--- src/rtl/seg_scan_ctrl.sv ---
// Scan scheduler for a 6-digit common-anode seven-segment display.
// Double-buffered frame input; new frames become visible only at frame boundaries or while idle.
module seg_scan_ctrl #(
   parameter int unsigned SCAN_DIV  = 50_000,
   parameter int unsigned BLANK_CYC = 16
) (
   input  logic        clk,
   input  logic        rst,
   input  logic        en,
   input  logic        wr_valid,
   output logic        wr_ready,
   input  logic [23:0] wr_data,
   input  logic [5:0]  wr_dp,
   input  logic [5:0]  wr_blank,
   output logic [5:0]  sel,
   output logic [7:0]  seg,
   output logic        frame_done
);

   localparam int unsigned CntW = (SCAN_DIV > 1) ? $clog2(SCAN_DIV) : 1;
   localparam logic [CntW-1:0] CntLast   = CntW'(SCAN_DIV - 1);
   localparam logic [CntW-1:0] BlankLast = CntW'(BLANK_CYC - 1);

   typedef enum logic [1:0] {StIdle, StBlank, StDrive} state_e;

   state_e          state_q, state_d;
   logic [CntW-1:0] cnt_q, cnt_d;
   logic [2:0]      idx_q, idx_d;

   logic [23:0] shd_data_q, act_data_q;
   logic [5:0]  shd_dp_q, act_dp_q;
   logic [5:0]  shd_blank_q, act_blank_q;
   logic        pend_q;

   logic [5:0]  sel_q, sel_d;
   logic [7:0]  seg_q, seg_d;
   logic        frame_done_q;

   logic        slot_end, frame_end, accept, commit;
   logic [3:0]  cur_nib;
   logic        cur_dp, cur_blank;

   // Active-low gfedcba
   function automatic logic [6:0] dec7(input logic [3:0] n);
      logic [6:0] r;
      case (n)
         4'h0: r = 7'h40;
         4'h1: r = 7'h79;
         4'h2: r = 7'h24;
         4'h3: r = 7'h30;
         4'h4: r = 7'h19;
         4'h5: r = 7'h12;
         4'h6: r = 7'h02;
         4'h7: r = 7'h78;
         4'h8: r = 7'h00;
         4'h9: r = 7'h10;
         4'hA: r = 7'h08;
         4'hB: r = 7'h03;
         4'hC: r = 7'h46;
         4'hD: r = 7'h21;
         4'hE: r = 7'h06;
         default: r = 7'h0E;
      endcase
      return r;
   endfunction

   assign slot_end  = (state_q == StDrive) && (cnt_q == CntLast);
   assign frame_end = en && slot_end && (idx_q == 3'd5);
   assign wr_ready  = ~pend_q;
   assign accept    = wr_valid && !pend_q;
   // Accept and commit are mutually exclusive: one needs pend low, the other pend high
   assign commit    = pend_q && (frame_end || (state_q == StIdle));

   always_comb begin
      state_d = state_q;
      cnt_d   = cnt_q;
      idx_d   = idx_q;
      if (!en) begin
         state_d = StIdle;
         cnt_d   = '0;
         idx_d   = '0;
      end else begin
         case (state_q)
            StIdle: begin
               state_d = StBlank;
               cnt_d   = '0;
               idx_d   = '0;
            end
            StBlank: begin
               cnt_d = cnt_q + CntW'(1);
               if (cnt_q == BlankLast) state_d = StDrive;
            end
            StDrive: begin
               if (slot_end) begin
                  cnt_d   = '0;
                  idx_d   = (idx_q == 3'd5) ? 3'd0 : idx_q + 3'd1;
                  state_d = StBlank;
               end else begin
                  cnt_d = cnt_q + CntW'(1);
               end
            end
            default: state_d = StIdle;
         endcase
      end
   end

   always_comb begin
      cur_nib   = 4'h0;
      cur_dp    = 1'b0;
      cur_blank = 1'b1;
      case (idx_q)
         3'd0: begin cur_nib = act_data_q[3:0];   cur_dp = act_dp_q[0]; cur_blank = act_blank_q[0]; end
         3'd1: begin cur_nib = act_data_q[7:4];   cur_dp = act_dp_q[1]; cur_blank = act_blank_q[1]; end
         3'd2: begin cur_nib = act_data_q[11:8];  cur_dp = act_dp_q[2]; cur_blank = act_blank_q[2]; end
         3'd3: begin cur_nib = act_data_q[15:12]; cur_dp = act_dp_q[3]; cur_blank = act_blank_q[3]; end
         3'd4: begin cur_nib = act_data_q[19:16]; cur_dp = act_dp_q[4]; cur_blank = act_blank_q[4]; end
         3'd5: begin cur_nib = act_data_q[23:20]; cur_dp = act_dp_q[5]; cur_blank = act_blank_q[5]; end
         default: ;
      endcase
   end

   always_comb begin
      sel_d = 6'h3F;
      seg_d = 8'hFF;
      if (state_q == StDrive) begin
         sel_d = ~(6'b000001 << idx_q);
         if (!cur_blank) seg_d = {~cur_dp, dec7(cur_nib)};
      end
   end

   always_ff @(posedge clk) begin
      if (rst) begin
         state_q      <= StIdle;
         cnt_q        <= '0;
         idx_q        <= '0;
         pend_q       <= 1'b0;
         shd_data_q   <= '0;
         shd_dp_q     <= '0;
         shd_blank_q  <= '0;
         act_data_q   <= '0;
         act_dp_q     <= '0;
         act_blank_q  <= 6'h3F;
         sel_q        <= 6'h3F;
         seg_q        <= 8'hFF;
         frame_done_q <= 1'b0;
      end else begin
         state_q      <= state_d;
         cnt_q        <= cnt_d;
         idx_q        <= idx_d;
         sel_q        <= sel_d;
         seg_q        <= seg_d;
         frame_done_q <= frame_end;
         if (accept) begin
            shd_data_q  <= wr_data;
            shd_dp_q    <= wr_dp;
            shd_blank_q <= wr_blank;
            pend_q      <= 1'b1;
         end else if (commit) begin
            act_data_q  <= shd_data_q;
            act_dp_q    <= shd_dp_q;
            act_blank_q <= shd_blank_q;
            pend_q      <= 1'b0;
         end
      end
   end

   assign sel        = sel_q;
   assign seg        = seg_q;
   assign frame_done = frame_done_q;

endmodule

--- config.mk ---
export PLATFORM = sky130hd
export DESIGN_NAME = seg_scan_ctrl
export DESIGN_NICKNAME = d
export VERILOG_FILES = /design/src/rtl/seg_scan_ctrl.sv
export SDC_FILE = /design/constraint.sdc
export NUM_CORES = 1
export LEC_CHECK = 0
export ABC_CLOCK_PERIOD_IN_PS = 3200
export CORE_UTILIZATION = 56
export CTS_BUF_LIST = sky130_fd_sc_hd__clkbuf_4 sky130_fd_sc_hd__clkbuf_8 sky130_fd_sc_hd__clkbuf_16
export DETAILED_ROUTE_END_ITERATION = 7
export PLACE_DENSITY = 0.79
export SLEW_MARGIN = 30
export SYNTH_ARGS = -nofsm -noshare
export SYNTH_HDL_FRONTEND = slang
export SYNTH_SLANG_ARGS = --single-unit
--- constraint.sdc ---
create_clock -name clk -period 3.2 [get_ports clk]
set_clock_uncertainty 0.1 [all_clocks]
set_input_delay 0.32 -clock clk [delete_from_list [all_inputs] [get_ports clk]]
set_output_delay 0.32 -clock clk [all_outputs]
set_load 0.005 [all_outputs]
# Word level (Yosys, flattened, before mapping)
# Memory sizes are Yosys's and may differ from the RTL's. A register that Yosys moved wholly into a read port is not among the register bits.
# Cells that the tools add are included.
[op_classes]
muxes = 13
bitwise = 6
shifts = 1
add_sub_neg = 2
n_eq_ne = 11
n_reduce_logical = 18
[ops]
columns = ["operator", "n"]
rows = [
  ["$pmux 16 s3", 1],
  ["$pmux 4 s6", 1],
  ["$add 16x1->16 const B", 1],
  ["$eq 16x16->1 const B", 1],
  ["$eq 16x4->1 const B", 1],
  ["$mux 16", 1],
  ["$pmux 1 s6", 2],
  ["$eq 3x2->1 const B", 2],
  ["$eq 3x3->1 const B", 2],
  ["$mux 3", 2],
  ["$not 6->6", 1],
  ["$pmux 2 s3", 1],
  ["$pmux 3 s2", 1],
  ["$reduce_and 2->1", 3],
  ["$shl 1x3->6 const A", 1],
  ["$logic_and 1x1->1", 5],
  ["$not 1->1", 5],
  ["$mux 2", 2],
  ["$ne 2x2->1 const B", 2],
  ["$reduce_bool 2->1", 2],
  ["$reduce_or 2->1", 2],
  ["$add 3x1->3 const B", 1],
  ["$eq 3x1->1 const B", 1],
  ["$logic_not 3->1", 1],
  ["8 further kinds", 9],
]
[word_totals]
word_cells = 65
reg_bits = 109
mem_bits_ro = 112
mem_count = 1
out_inout_bits = 16
in_bits = 40
[memory_table]
columns = ["memory", "depth", "word_bits", "rd", "rd_ports_with_merged_regs", "write_ports", "line_no", "text"]
rows = [
  ["(no name shown)", 16, 7, 1, 1, 0, "46", "case (n)"],
]

# Depth between registers and ports, before layout
# Gate-level depths: netlist (run 1).
[depth]
depth_word = 8
ltp_mapped = 10
depth_no_buf = 8

# Worst setup path before layout (run 1)
# No wires, ideal clock.
[synth_path]
path_kind = "register to register"
startpoint = "register idx_q[0]"
endpoint = "register seg_q[3], in the netlist seg[3]"
setup_ns = 0.144
n_path_buf = 2
synth_period_minus_slack_ns = 2.453
required_time_ns = 2.956
arrival_time_ns = 2.210
stages_incl_launch_ff = 11
slack_ns = 0.747
path_cell_list = "dfxtp_1 -> buf_4 -> buf_2 -> and2_1 -> ha_1 -> and2_1 -> a2111o_1 -> inv_1 -> ha_1 -> mux2i_1 -> a32oi_1"
[synth_via]
elab_chain_cells = 3
word_cells_on_any_way = 9
cone_classes = "eq/ne: 5; mux: 2; reduce/logical: 2"
[synth_lines]
columns = ["element", "line_no", "text"]
rows = [
  ["start, declared", "28", "logic [2:0] idx_q, idx_d;"],
  ["start signal, assigned", "149", "idx_q <= idx_d;"],
  ["$eq 3x3->1 (tied with other cells)", "111", "case (idx_q)"],
  ["$pmux 1 s6", "111", ""],
  ["$reduce_or 3->1 (no line)", "-", ""],
  ["end, declared", "36", "logic [7:0] seg_q, seg_d;"],
]
# Parallel ways exist; a longest one is shown, timed or not.
# A chain may end at the register's enable or synchronous reset.

# Final worst setup path (run 1)
[layout_path]
startpoint = "register idx_q[0]"
endpoint = "register seg_q[0], in the netlist seg[0]"
# The elaborated chain is that of the path after synthesis.

==> results.toml, run 1 <==
[outcome]
status = "finished clean"

[sta]
rsz0062_at_grt = "no"
final.min_clock_period_ns = 2.84
worstMarginPinSlew_ns = 0.830
finalMaxSlewViolations = 0
relSlewSlack = 0.447
fmax_mhz = 352
setup_viol = 0
timing.setup.tns_ns = 0
hold_viol_final = 0
post-route-period-util = 0.889

[synthesis]
ys_ff_latch = 109
syn_area_per_cell_um2 = 8.80
synth_top_family_by_area = "simple AND/OR/NAND/NOR gates"
synth-simple-area-share = 0.263
ys.flop_type = "dfxtp_1"
synth.top_cell.area_share = 0.432
yosysUniqueCellTypes = 53
syn_nets = 626
synthArstFlopShare = 0
synth_area_um2 = 5050
synth_fa_ha_area_frac = 0.0297
synth.area.top_cells = "dfxtp_1, mux2i_1, nand2b_1, nand2_1, a21oi_1"
synth_xor_area_frac = 0.0173
yosys.area.top_type = "dfxtp_1"
synth_common_cells = "dfxtp_1, nand2_1, nand2b_1"
synth_compound_area_frac = 0.112
synth_warnings = 0
yosysSeqAreaShare = 0.432
synthMuxAreaShare = 0.102
yosysMostFrequentCell = "dfxtp_1"
postSynthCellCount = 574
synth_edf_count = 0

[drt]
dr.pass1.iters = 5
wl_per_cell_um = 13.8
via_count = 3955
viasPerCell = 5.46
drt_iter0_drc = 206
routed_wl_mm = 10.0
drc_errors = 0
ant_nets = 0

[worst_setup_path]
max_stage_delay_ns = 0.80
startpoint_type = "flip-flop"
worstPathRequired_ns = 3.33
cp_num_buf_inv = 1
crit_slowest_cell = "dfxtp_1"
cp_top_family = "flip-flops"
reg2reg_depth = 7
crit_chain = "nor2b_1 > a21oi_1 > o221ai_1 > inv_1 > ha_1 > nor4b_1 > a311oi_1"
cp.arrival_ns = 2.98
crit_path_end_kind = "flip-flop"
cp.depth = 7
timing.rr.end = "seg[0]$_SDFF_PP1_"
regToRegSetupSlack_ns = 0.36
reg2reg_from = "idx_q[0]$_SDFFE_PP0P_"
cp_max_fo = 22
crit_type = "flip-flop to flip-flop"

[clock_network]
htreeDepth = 3
clk_pin_slew_ns = 0.11
tritoncts = "built"
clk_path_buf_depth = 2
numCtsBuffers = 9
cts_setup_buffers = 0
cts-root-buf = "clkbuf_8"
clock-sinks = 109
ctsHoldBuffers = 0
cts_resized = 0
worstSkewPairLatency_ns = 0.38

[finish]
area_growth_pct = 14.6
drive_gt1_frac = 0.0601
layout.nets = 663
multiInputGateArea_um2 = 2650
register_area_um2 = 2180
diodes = 0
design_area_um2 = 5790
nFillCells = 712

[worst_hold_path]
whs_path_depth = 4
hp-class = "input pin to flip-flop"
hp-start = "rst"
min_to = "sel[5]$_SDFF_PP1_"

[placed_design]
gp_congestion = 0.905
placed_area_um2 = 5590
port_buffers = 55
hpwl_mm = 7.18

[power]
combPwrFrac = 0.087
p_switching_uw = 638
static-leakage-power_nw = 2.22
p_int_mw = 1.82
p_per_area_nw_per_um2 = 424
p_sw_frac = 0.260
irDropWorstVdd_mv = 0.280
clkPwrFrac = 0.333
seq_power_share = 0.581

[floorplan]
core_area_um2 = 8720
initial_utilization = 0.579
ioPinCount = 56
dieArea_um2 = 9410
die_w_um = 97.0
core.rowCount = 34
die_y_um = 97.0

[global_routing]
grt_pass1_wl_mm = 17.2
grt.overflow.total = 0
antenna_found_initial = 0
track_usage = 0.222
grt_max_degree = 111
grt_pass1_vias = 3691

[job]
cap_violations = 0
[stage by stage]
step	hold WS (ns)	cells	power (mW)	util	setup WS (ns)
2_1_floorplan	0.337	574	1.59	-	0.747
3_3_place_gp	0.344	708	1.66	0.641	0.606
3_5_place_dp	0.349	708	1.67	0.641	0.458
4_1_cts	0.231	724	2.48	0.664	0.420
5_1_grt	0.251	724	2.56	0.664	0.180
6_report	0.247	724	2.45	0.664	0.355
[cells by family after synthesis]
| kind of cell | Yosys count |
|---|---|
| xor gates and xnor gates | 10 |
| and+or+nand+nor | 266 |
| DFF | 109 |
| buffers and inverters | 43 |
| adders and majority gates | 12 |
| AOI/OAI and AO/OA | 83 |
| muxes | 51 |
[per-layer routing]
metal  vias up  part of all wire  GRT usage
li1       2029                 -          -
met2        93              0.48      0.366
met3        13             0.047     0.0477
met5         -                 0          0
met4         0             0.015     0.0746
met1      1820              0.46      0.290
[registers in the layout, summed over array words and instances (netlist names)]
name and cells:
act_blank_q 6, act_data_q 24, act_dp_q 6, cnt_q 16
frame_done 1, idx_q 3, pend_q 1, seg 8
sel 6, shd_blank_q 6, shd_data_q 24, shd_dp_q 6
state_q 2
[worst register-to-register path: stages (launching register included)]
cell	delay [ns]
dfxtp_1	0.80
nor2b_1	0.30
a21oi_1	0.10
o221ai_1	0.51
inv_1	0.22
ha_1	0.27
nor4b_1	0.32
a311oi_1	0.09
[layout make-up]
| cell class | instances | share of cell area |
|---|---|---|
| Clock buffer | 9 | 0.0214 |
| Clock inverter | 7 | 0.0136 |
| Multi-Input combinational cell | 422 | 0.458 |
| Tap cell | 108 | 0.0233 |
| Inverter | 9 | 0.00584 |
| Sequential cell | 109 | 0.377 |
| Timing Repair Buffer | 60 | 0.101 |
[cells in the final DEF, fill, tap and decap left out, drive strengths merged, types with 4 or more instances in the layout]
| cell type | instances |
|---|---|
| o221ai | 5 |
| nor2 | 39 |
| nand2 | 99 |
| clkdlybuf4s50 | 54 |
| nand4 | 5 |
| xor2 | 5 |
| dfxtp | 109 |
| buf | 6 |
| nand2b | 65 |
| xnor2 | 5 |
| a31oi | 4 |
| clkinv | 5 |
| ha | 12 |
| nand3b | 6 |
| o21ai | 7 |
| and3 | 7 |
| clkbuf | 9 |
| nand3 | 13 |
| nor3 | 11 |
| and2 | 4 |
| nor2b | 4 |
| mux2i | 49 |
| a21oi | 50 |
| inv | 11 |
[power by group through the flow]
| stage | sequential (mW) | clock, mW | combinational (mW) |
|---|---|---|---|
| final | 1.43 | 0.816 | 0.213 |
| after CTS | 1.43 | 0.840 | 0.215 |
| after global routing | 1.43 | 0.889 | 0.237 |
| after floorplan | 1.45 | 0 | 0.145 |
| after detailed placement | 1.46 | 0 | 0.214 |
| after global placement | 1.46 | 0 | 0.208 |
[how the worst max path moves through the flow]
stage | start | to | slack, ns
final | idx_q[0]$_SDFFE_PP0P_ | seg[0]$_SDFF_PP1_ | 0.36
after global routing | idx_q[0]$_SDFFE_PP0P_ | seg[2]$_SDFF_PP1_ | 0.18
after floorplan | idx_q[0]$_SDFFE_PP0P_ | seg[3]$_SDFF_PP1_ | 0.75
after detailed placement | idx_q[0]$_SDFFE_PP0P_ | seg[0]$_SDFF_PP1_ | 0.46
after CTS | idx_q[0]$_SDFFE_PP0P_ | seg[0]$_SDFF_PP1_ | 0.42
after global placement | idx_q[0]$_SDFFE_PP0P_ | seg[0]$_SDFF_PP1_ | 0.61
Note: power is estimated with default switching activity, not from simulation.
==> run 2, diff against run 1 <==
SETUP_SLACK_MARGIN = 0.1   (was not set)
==> results of run 2 <==
Same layout as run 1: the final DEF is identical, and so are final timing and power.
==> run 3, diff against run 2 <==
HOLD_SLACK_MARGIN = 0.12   (was not set)
==> results of run 3 <==
Same layout as run 1: the final DEF is identical, and so are final timing and power.
